**config.mk**
```make
export PLATFORM = sky130hd
export DESIGN_NAME = pad_event_arbiter_flat
export DESIGN_NICKNAME = d
export VERILOG_FILES = /design/src/rtl/pad_event_arbiter_pkg.sv /design/src/rtl/pad_event_arbiter_if.sv /design/src/rtl/pad_event_arbiter_lane_fsm.sv /design/src/rtl/pad_event_arbiter.sv /design/src/flat_wrapper.sv
export SDC_FILE = /design/constraint.sdc
export NUM_CORES = 1
export LEC_CHECK = 0
export ABC_AREA = 1
export BUFFER_PORTS_ARGS = -buffer_cell sky130_fd_sc_hd__buf_4
export CORE_ASPECT_RATIO = 1.1
export CORE_MARGIN = 3
export CORE_UTILIZATION = 57
export CTS_BUF_LIST = sky130_fd_sc_hd__clkbuf_4
export CTS_CLUSTER_SIZE = 24
export DETAILED_ROUTE_END_ITERATION = 8
export PLACE_DENSITY_LB_ADDON = 0.15
export SYNTH_ARGS = -nofsm -noshare
export SYNTH_HDL_FRONTEND = slang
export SYNTH_HIERARCHICAL = 1
export SYNTH_SLANG_ARGS = --single-unit
```
**constraint.sdc**
```tcl
create_clock -name clk -period 4.5 [get_ports clk]
set_input_delay 1.35 -clock clk [delete_from_list [all_inputs] [get_ports clk]]
set_output_delay 1.35 -clock clk [all_outputs]
set_load 0.03 [all_outputs]
```
**src/rtl/pad_event_arbiter_pkg.sv**
```systemverilog
// Shared types and helpers for the dance-pad event arbiter.
// Optional timestamp feature is controlled by the PAD_EVT_TIMESTAMP_EN macro.
package ddr_pad_pkg;

    typedef enum logic [1:0] {
        LS_IDLE,
        LS_PRESS,
        LS_HELD
    } lane_state_t;

    localparam int PAD_LANES_DEFAULT = 4;

    // Lane index reached by stepping 'off' positions past 'base', wrapping at 'lanes'.
    function automatic int rr_index(input int base, input int off, input int lanes);
        return (base + off) % lanes;
    endfunction

endpackage

```
**src/rtl/pad_event_arbiter_if.sv**
```systemverilog
// Valid/ready event stream from the pad arbiter to the hit-judging logic.
// evt_ts is present only when PAD_EVT_TIMESTAMP_EN is defined.
interface pad_event_arbiter_if #(
    parameter int LANES = 4,
    parameter int TS_W  = 16
);
    localparam int LANE_W = $clog2(LANES);

    logic              evt_valid;
    logic              evt_ready;
    logic [LANE_W-1:0] evt_lane;
`ifdef PAD_EVT_TIMESTAMP_EN
    logic [TS_W-1:0]   evt_ts;

    modport master (output evt_valid, output evt_lane, output evt_ts, input evt_ready);
    modport slave  (input evt_valid, input evt_lane, input evt_ts, output evt_ready);
`else
    modport master (output evt_valid, output evt_lane, input evt_ready);
    modport slave  (input evt_valid, input evt_lane, output evt_ready);
`endif

endinterface

```
**src/rtl/pad_event_arbiter_lane_fsm.sv**
```systemverilog
// Per-lane press detector with a one-deep pending event slot and drop flag.
// Exposes a capture strobe only when PAD_EVT_TIMESTAMP_EN is defined.
//
//  state    | meaning
//  ---------+---------------------------------------------------
//  LS_IDLE  | button released, waiting for a press
//  LS_PRESS | first cycle the button is seen high (press strobe)
//  LS_HELD  | button still held, no further events
module pad_lane_fsm
    import ddr_pad_pkg::*;
(
    input  logic clk,
    input  logic reset,
    input  logic btn,
    input  logic grant,
    output logic pending,
    output logic drop
`ifdef PAD_EVT_TIMESTAMP_EN
    ,
    output logic capture
`endif
);

    lane_state_t state, state_nxt;
    logic        press;
    logic        pending_nxt;

    always_ff @(posedge clk) begin
        if (reset) begin
            state   <= LS_IDLE;
            pending <= 1'b0;
        end else begin
            state   <= state_nxt;
            pending <= pending_nxt;
        end
    end

    always_comb begin
        state_nxt = state;
        case (state)
            LS_IDLE:  if (btn) state_nxt = LS_PRESS;
            LS_PRESS: state_nxt = btn ? LS_HELD : LS_IDLE;
            LS_HELD:  if (!btn) state_nxt = LS_IDLE;
            default:  state_nxt = LS_IDLE;
        endcase
    end

    // A press arriving while the old event is being granted replaces it.
    assign press       = (state == LS_PRESS);
    assign pending_nxt = grant ? press : (pending | press);
    assign drop        = press & pending & ~grant;
`ifdef PAD_EVT_TIMESTAMP_EN
    assign capture     = press & (~pending | grant);
`endif

endmodule

```
**src/rtl/pad_event_arbiter.sv**
```systemverilog
// Round-robin arbiter serialising per-lane pad presses onto one valid/ready stream.
// Define PAD_EVT_TIMESTAMP_EN to add a free-running press timestamp (evt_ts).
module pad_event_arbiter
    import ddr_pad_pkg::*;
#(
    parameter  int LANES  = PAD_LANES_DEFAULT,
    parameter  int TS_W   = 16,
    localparam int LANE_W = $clog2(LANES)
) (
    input  logic                 clk,
    input  logic                 reset,
    input  logic [LANES-1:0]     btn,
    pad_event_arbiter_if.master  evt,
    output logic                 ovf,
    input  logic                 clr_ovf
);

    logic [LANES-1:0]  pending;
    logic [LANES-1:0]  drop;
    logic [LANES-1:0]  grant;
    logic [LANE_W-1:0] rr_ptr;
    logic [LANE_W-1:0] winner;
    logic              found;
    logic              load;

`ifdef PAD_EVT_TIMESTAMP_EN
    logic [LANES-1:0]  capture;
    logic [TS_W-1:0]   ts_cnt;
    logic [TS_W-1:0]   ts_reg [LANES];
`endif

    for (genvar i = 0; i < LANES; i++) begin : g_lane
        pad_lane_fsm u_lane (
            .clk     (clk),
            .reset   (reset),
            .btn     (btn[i]),
            .grant   (grant[i]),
            .pending (pending[i]),
            .drop    (drop[i])
`ifdef PAD_EVT_TIMESTAMP_EN
            ,
            .capture (capture[i])
`endif
        );
    end

    assign load = !evt.evt_valid || evt.evt_ready;

    // Search starts just after the last winner so every lane gets a fair turn.
    always_comb begin
        found  = 1'b0;
        winner = '0;
        grant  = '0;
        for (int off = 1; off <= LANES; off++) begin
            if (!found && pending[rr_index(int'(rr_ptr), off, LANES)]) begin
                found  = 1'b1;
                winner = LANE_W'(rr_index(int'(rr_ptr), off, LANES));
            end
        end
        if (load && found) grant[winner] = 1'b1;
    end

    always_ff @(posedge clk) begin
        if (reset) begin
            evt.evt_valid <= 1'b0;
            evt.evt_lane  <= '0;
            rr_ptr        <= LANE_W'(LANES - 1);
        end else if (load) begin
            evt.evt_valid <= found;
            if (found) begin
                evt.evt_lane <= winner;
                rr_ptr       <= winner;
            end
        end
    end

    // A drop in the same cycle as a clear must stay visible.
    always_ff @(posedge clk) begin
        if (reset)           ovf <= 1'b0;
        else if (|drop)      ovf <= 1'b1;
        else if (clr_ovf)    ovf <= 1'b0;
    end

`ifdef PAD_EVT_TIMESTAMP_EN
    always_ff @(posedge clk) begin
        if (reset) begin
            ts_cnt     <= '0;
            evt.evt_ts <= '0;
            for (int i = 0; i < LANES; i++) ts_reg[i] <= '0;
        end else begin
            ts_cnt <= ts_cnt + 1'b1;
            for (int i = 0; i < LANES; i++) begin
                if (capture[i]) ts_reg[i] <= ts_cnt;
            end
            if (load && found) evt.evt_ts <= ts_reg[winner];
        end
    end
`endif

endmodule
```
**src/flat_wrapper.sv**
```systemverilog
// flat-port wrapper written by rule: the top's interface ports become plain ports
module pad_event_arbiter_flat import ddr_pad_pkg::*;
#(
    parameter  int LANES  = PAD_LANES_DEFAULT,
    parameter  int TS_W   = 16,
    localparam int LANE_W = $clog2(LANES)
)
  (clk, reset, btn, ovf, clr_ovf, evt_evt_valid, evt_evt_lane, evt_evt_ready);
  pad_event_arbiter_if #(.LANES(LANES), .TS_W(TS_W)) evt_i ();
  input  logic clk;
  input  logic reset;
  input  logic [LANES-1:0] btn;
  output logic ovf;
  input  logic clr_ovf;
  output wire logic [$bits(evt_i.evt_valid)-1:0] evt_evt_valid;
  output wire logic [$bits(evt_i.evt_lane)-1:0] evt_evt_lane;
  input wire logic [$bits(evt_i.evt_ready)-1:0] evt_evt_ready;
  assign evt_evt_valid = evt_i.evt_valid;
  assign evt_evt_lane = evt_i.evt_lane;
  assign evt_i.evt_ready = evt_evt_ready;
  pad_event_arbiter #(.LANES(LANES), .TS_W(TS_W)) u_core (.clk(clk), .reset(reset), .btn(btn), .evt(evt_i), .ovf(ovf), .clr_ovf(clr_ovf));
endmodule
```
# After elaboration in Yosys (flattened, before gate mapping)
# Cells that the tools add are included.
[classes]
n_mux = 45
reduce_logical = 25
n_lt_le_gt_ge = 6
bitwise_logic = 20
add_sub_neg = 4
n_eq_ne = 16
[ops]
columns = ["op", "count"]
rows = [
  ["2-to-1 mux 2 bit", 16],
  ["one-hot mux 2 bit (3 select lines)", 4],
  ["2-to-1 mux 1 bit", 19],
  ["< comparator 3 x 4 -> 1 bit, second input constant", 4],
  ["inequality test 2 bit, second input constant", 8],
  ["AND reduction 2 bit", 5],
  ["AND 1 bit", 8],
  ["binary-select mux 1 bit (select 2 bit)", 4],
  ["equality test 2 x 1 -> 1 bit, second input constant", 4],
  ["equality test 2 bit, second input constant", 4],
  ["logical NOT 2 bit", 4],
  ["OR reduction 2 bit", 4],
  ["logical AND 1 bit", 5],
  ["adder 2 x 1 -> 2 bit, second input constant", 2],
  ["adder 2 bit, second input constant", 2],
  ["AND 1 bit, first input constant", 4],
  ["logical NOT 1 bit", 4],
  ["2-to-1 mux 4 bit", 1],
  ["inverter 1 bit", 4],
  ["bitwise OR 1 bit", 4],
  ["OR reduction 4 bit", 1],
  ["< comparator 2 x 3 -> 1 bit, second input constant", 1],
  ["demux 1 bit (select 2 bit)", 1],
  ["greater-or-equal comparator 2 x 1 -> 1 bit, second input constant", 1],
  ["other kinds (2)", 2],
]
[word_totals]
out_inout_bits = 4
input_bits = 8
word_cells = 128
regBits = 18

# Depth between registers and ports, before layout
[logic_depth]
ltp_word = 25
mapped_depth = 19
mapped_depth_nobuf = 19

# Hierarchy
# Netlist, hierarchy kept.
[modules_own_cells]
columns = ["module", "instances", "seq_area_each_um2", "cells_each", "area_each_um2"]
rows = [
  ["pad_event_arbiter", 1, 120.1, 90, 526.8],
  ["pad_lane_fsm", 4, 60.1, 17, 121.4],
]

# Worst setup path after synthesis
# Ideal clock, no wire load.
[synth_path]
path_type = "input to register"
startpoint = "input evt_evt_ready"
endpoint = "register u_core.ovf"
t_arrival_ns = 2.328
setup_time_ns = 0.109
path_stages = 13
n_path_buf = 0
required_time_ns = 4.391
path_slack_ns = 2.063
path_cell_list = "nor2_1 > inv_1 > nand2_4 > inv_2 > nand3_1 > nor2_1 > inv_1 > nand2_1 > nor2_1 > nor4_1 > o21ai_0 > nand2_1 > inv_1"
[synth_via]
elab_chain_len = 7
elab_cells_between_ends = 14
cone_classes = "mux (2); bitwise (8); reduce/logical (4)"
[synth_lines]
columns = ["element", "line", "rtl"]
rows = [
  ["from (decl)", "flat_wrapper.sv:17", "input wire logic [$bits(evt_i.evt_ready)-1:0] evt_evt_ready;"],
  ["logical OR 1 bit (*)", "pad_event_arbiter.sv:47", "assign load = !evt.evt_valid || evt.evt_ready;"],
  ["logical AND 1 bit (*)", "pad_event_arbiter.sv:60", "if (load && found) grant[winner] = 1'b1;"],
  ["2-to-1 mux 4 bit (*)", "pad_event_arbiter.sv:60", ""],
  ["net u_core.grant[1]", "pad_event_arbiter.sv:20", "logic [LANES-1:0] grant;"],
  ["inverter 1 bit (*)", "pad_event_arbiter_lane_fsm.sv:51", "assign drop = press & pending & ~grant;"],
  ["AND 1 bit (*)", "pad_event_arbiter_lane_fsm.sv:51", ""],
  ["net u_core.drop[1]", "pad_event_arbiter.sv:19", "logic [LANES-1:0] drop;"],
  ["OR reduction 4 bit (*)", "pad_event_arbiter.sv:80", "else if (|drop) ovf <= 1'b1;"],
  ["2-to-1 mux 1 bit / nonzero test 2 bit (equally long branches)", "-", ""],
  ["to (signal assigned)", "pad_event_arbiter.sv:79", "if (reset) ovf <= 1'b0;"],
  ["to (signal assigned)", "pad_event_arbiter.sv:80", ""],
  ["to (signal assigned)", "pad_event_arbiter.sv:81", "else if (clr_ovf) ovf <= 1'b0;"],
  ["to (decl)", "pad_event_arbiter.sv:14", "output logic ovf,"],
]
# The timed path passes the listed nets; every way through them passes the cells marked *.
# A chain may end at the register's enable or synchronous reset.

# Worst setup path after layout
[layout_path]
startpoint = "register u_core.rr_ptr[0]"
endpoint = "register u_core.ovf"
[layout_via]
elab_chain_len = 23
elab_cells_between_ends = 48
cone_classes = "add/sub (4); order compare (2); mux (24); bitwise (8); reduce/logical (10)"
[layout_lines]
columns = ["element", "line", "rtl"]
rows = [
  ["from (decl)", "pad_event_arbiter.sv:21", "logic [LANE_W-1:0] rr_ptr;"],
  ["from (signal assigned)", "pad_event_arbiter.sv:67", "rr_ptr <= LANE_W'(LANES - 1);"],
  ["from (signal assigned)", "pad_event_arbiter.sv:72", "rr_ptr <= winner;"],
  ["adder 2 x 1 -> 2 bit", "pad_event_arbiter_pkg.sv:15", "return (base + off) % lanes;"],
  ["binary-select mux 1 bit (select 2 bit)", "pad_event_arbiter.sv:55", "if (!found && pending[rr_index(int'(rr_ptr), off, LANES)]) begin"],
  ["2-to-1 mux 1 bit (implied by the code) (2 in series)", "pad_event_arbiter.sv:55", ""],
  ["2-to-1 mux 1 bit", "pad_event_arbiter.sv:55", ""],
  ["logical NOT 1 bit", "pad_event_arbiter.sv:55", ""],
  ["logical AND 1 bit", "pad_event_arbiter.sv:55", ""],
  ["2-to-1 mux 1 bit", "pad_event_arbiter.sv:55", ""],
  ["logical NOT 1 bit", "pad_event_arbiter.sv:55", ""],
  ["[8 not listed]", "-", ""],
  ["demux 1 bit (select 2 bit)", "-", ""],
  ["2-to-1 mux 4 bit (*)", "pad_event_arbiter.sv:60", ""],
  ["net u_core.grant[3]", "pad_event_arbiter.sv:20", ""],
  ["inverter 1 bit (*)", "pad_event_arbiter_lane_fsm.sv:51", ""],
  ["AND 1 bit (*)", "pad_event_arbiter_lane_fsm.sv:51", ""],
  ["net u_core.drop[3]", "pad_event_arbiter.sv:19", ""],
  ["OR reduction 4 bit (*)", "pad_event_arbiter.sv:80", ""],
  ["2-to-1 mux 1 bit / nonzero test 2 bit (equally long branches)", "-", ""],
]
# The timed path passes the listed nets; every way through them passes the cells marked *. The select of a mux whose other input is x is not followed.

==> reports/metrics.cfg <==
[pwr]
power_density_nw_per_um2 = 530
finalPower_w = 0.000598
ir_drop_v = 0.000322
p_leak_nw = 0.567

[timing]
final_hold_viol_count = 0
slew_headroom = 0.768
worst_pin_slew_ns = 0.347
setup_viol = 0
fmax_mhz = 400
min_period_over_period = 0.556
skew_ns = 0.00623
setup_tns_ns = 0
drv_slew = 0
period_needed_ns = 2.50
rsz0062_at_grt = false

[setup_path]
cp.arrival_ns = 2.70
cp.required_ns = 4.69
start_kind = flop
critical_path.max_fanout = 11
crit_type = reg -> reg
end_kind = flop

[clock_tree]
clk_latency_ns = 0.28
ctsHoldBuffers = 0
cts_inserted_buffers = 3
cts.clk_slew.worst_paths_ns = 0.09
cts_sinks = 18
cts_tree = yes
cts_max_level = 1
ctsRootBufferMaster = clkbuf_4
post_cts_buffers = 0
post_cts_resized = 0
cts_buffer_depth = 2

[global_route]
overflow = 0
first_global_vias = 841
grt_pass1_wl_um = 3100
antenna_found_initial = 0
grt_max_degree = 13
grt_usage = 0.176

[final_layout]
final_cell_area_um2 = 1130
fin_nets = 181
final_cells = 188
drive_gt1_frac = 0.281
finish.utilization = 0.698
antenna_cells = 0
area_delta_synth_final_pct = 11.4

[routing]
wire_per_inst_um = 9.16
antenna_left = 0
firstDrtPassIters = 4
routed_wl_um = 1720
viasPerCell = 4.89
vias = 920
drtIter0Drc = 15
drc = 0

[yosys]
synth_cell_types = 19
syn_avg_cell_area_um2 = 6.41
ys_seq_area_frac = 0.356
synthFlopType = dfxtp_1
synth_top_area_frac = 0.356
ys_async_sr_fraction = 0
synthTopCellsByArea = dfxtp_1 36%, nand2_1 18%, nand2_2 9.9%
yosysWarnings = 6
syn-num-nets = 166
syn_inst = 158
yosysTopAreaCell = dfxtp_1
ys_ff_latch = 18
synth_edf_count = 0
syn_area_um2 = 1010
netlist_top_cells_count = 48 x nand2_1, 24 x inv_1, 18 x dfxtp_1
synth.most_common_cell = nand2_1

[floorplan]
die_w_um = 46.2
initial_core_util = 0.627
dieArea_um2 = 2320
rows = 15
fp.dieH_um = 50.2
io_pins = 12
core_um2 = 1610

[flow_run]
cap_violations = 0

[place]
place_area_um2 = 1100
dp_hpwl_um = 1430
routabilityCongestion = 0.797
io_buffers = 11
dp_cells = 185

[outcome]
status = complete, no violations

[hold_path]
hold_class = reg -> reg

[critical path, cell delays in order (launching register included)]
cell and delay, ns:
dfxtp_1 0.54, inv_1 0.17, nand2_1 0.09, nand2_1 0.07, o21ai_0 0.26, nand2_1 0.09, o21ai_1 0.16, inv_1 0.09
nand2_2 0.08, nand2_2 0.06, nor2_1 0.08, inv_1 0.04, nand2_1 0.08, nor2_1 0.06, nor4_1 0.27, o21ai_0 0.16
nand2_1 0.08, inv_1 0.03
[layout by cell type (no fill, tap or decap), types with 3 or more instances in the layout]
master,netlist,routed
a21oi_1,6,6
buf_4,0,11
clkbuf_4,0,3
dfxtp_1,18,18
inv_1,24,24
inv_2,7,7
nand2_1,48,48
nand2_2,16,16
nand3_1,3,3
nor2_1,16,16
nor2_2,4,4
o21ai_0,4,4
[sequential cells by signal, summed over array words and instances (netlist names)]
register and cells:
u_core/rr_ptr 2, u_core/evt.evt_lane 2, u_core/evt.evt_valid 1, u_core/ovf 1, u_core/g_lane.u_lane/state 8, u_core/g_lane.u_lane/pending 4
[kinds of logic (layout without fill, tap and decap cells)]
logic type / after synthesis / count (layout) / share of synthesized area
AO/OA/AOI/OAI: 14 / 14 / 0.0803
buffers and inverters: 32 / 45 / 0.126
flip-flops: 18 / 18 / 0.356
AND/OR/NAND/NOR: 94 / 94 / 0.438
[layout make-up]
class                      instances  area (um^2)
sequential                        18          360
clock buffer                       3         22.5
tap                               17         21.3
multi-input combinational        108          524
timing repair buffer              11         82.6
inverter                          31          116
fill                             154          487
[per-stage QoR]
| step | hold WS (ns) | setup slack (ns) |
|---|---|---|
| CTS | 0.510 | 1.99 |
| finish | 0.509 | 2.00 |
| global placement | 0.469 | 1.89 |
| global route | 0.550 | 1.67 |
| floorplan | 0.468 | 2.06 |
| detailed placement | 0.494 | 1.76 |
[worst paths after layout]
path,startpoint,endpoint,slack (ns),cells after the start
hold / removal,u_core/evt.evt_lane[0]$_SDFFE_PP0P_,u_core/evt.evt_lane[0]$_SDFFE_PP0P_,0.51,2
hold reg to reg,u_core/evt.evt_lane[0]$_SDFFE_PP0P_,u_core/evt.evt_lane[0]$_SDFFE_PP0P_,0.51,2
setup / recovery,u_core/rr_ptr[0]$_SDFFE_PP1P_,u_core/ovf$_SDFFE_PP0P_,2.00,17
setup reg to reg,u_core/rr_ptr[0]$_SDFFE_PP1P_,u_core/ovf$_SDFFE_PP0P_,2.00,17
[layer usage]
layer,vias up,global-route usage,part of all wire
li1,501,-,-
met1,408,0.197,0.44
met2,9,0.323,0.52
met3,2,0.0323,0.030
met4,0,0.0427,0.0070
met5,-,0,0
[where the power goes]
part	internal [W]	switching, W
Clock	0.0000310	0.0000439
Combinational	0.000107	0.000201
Sequential	0.000187	0.0000273
No activity file was read; power rests on OpenSTA's default activity.
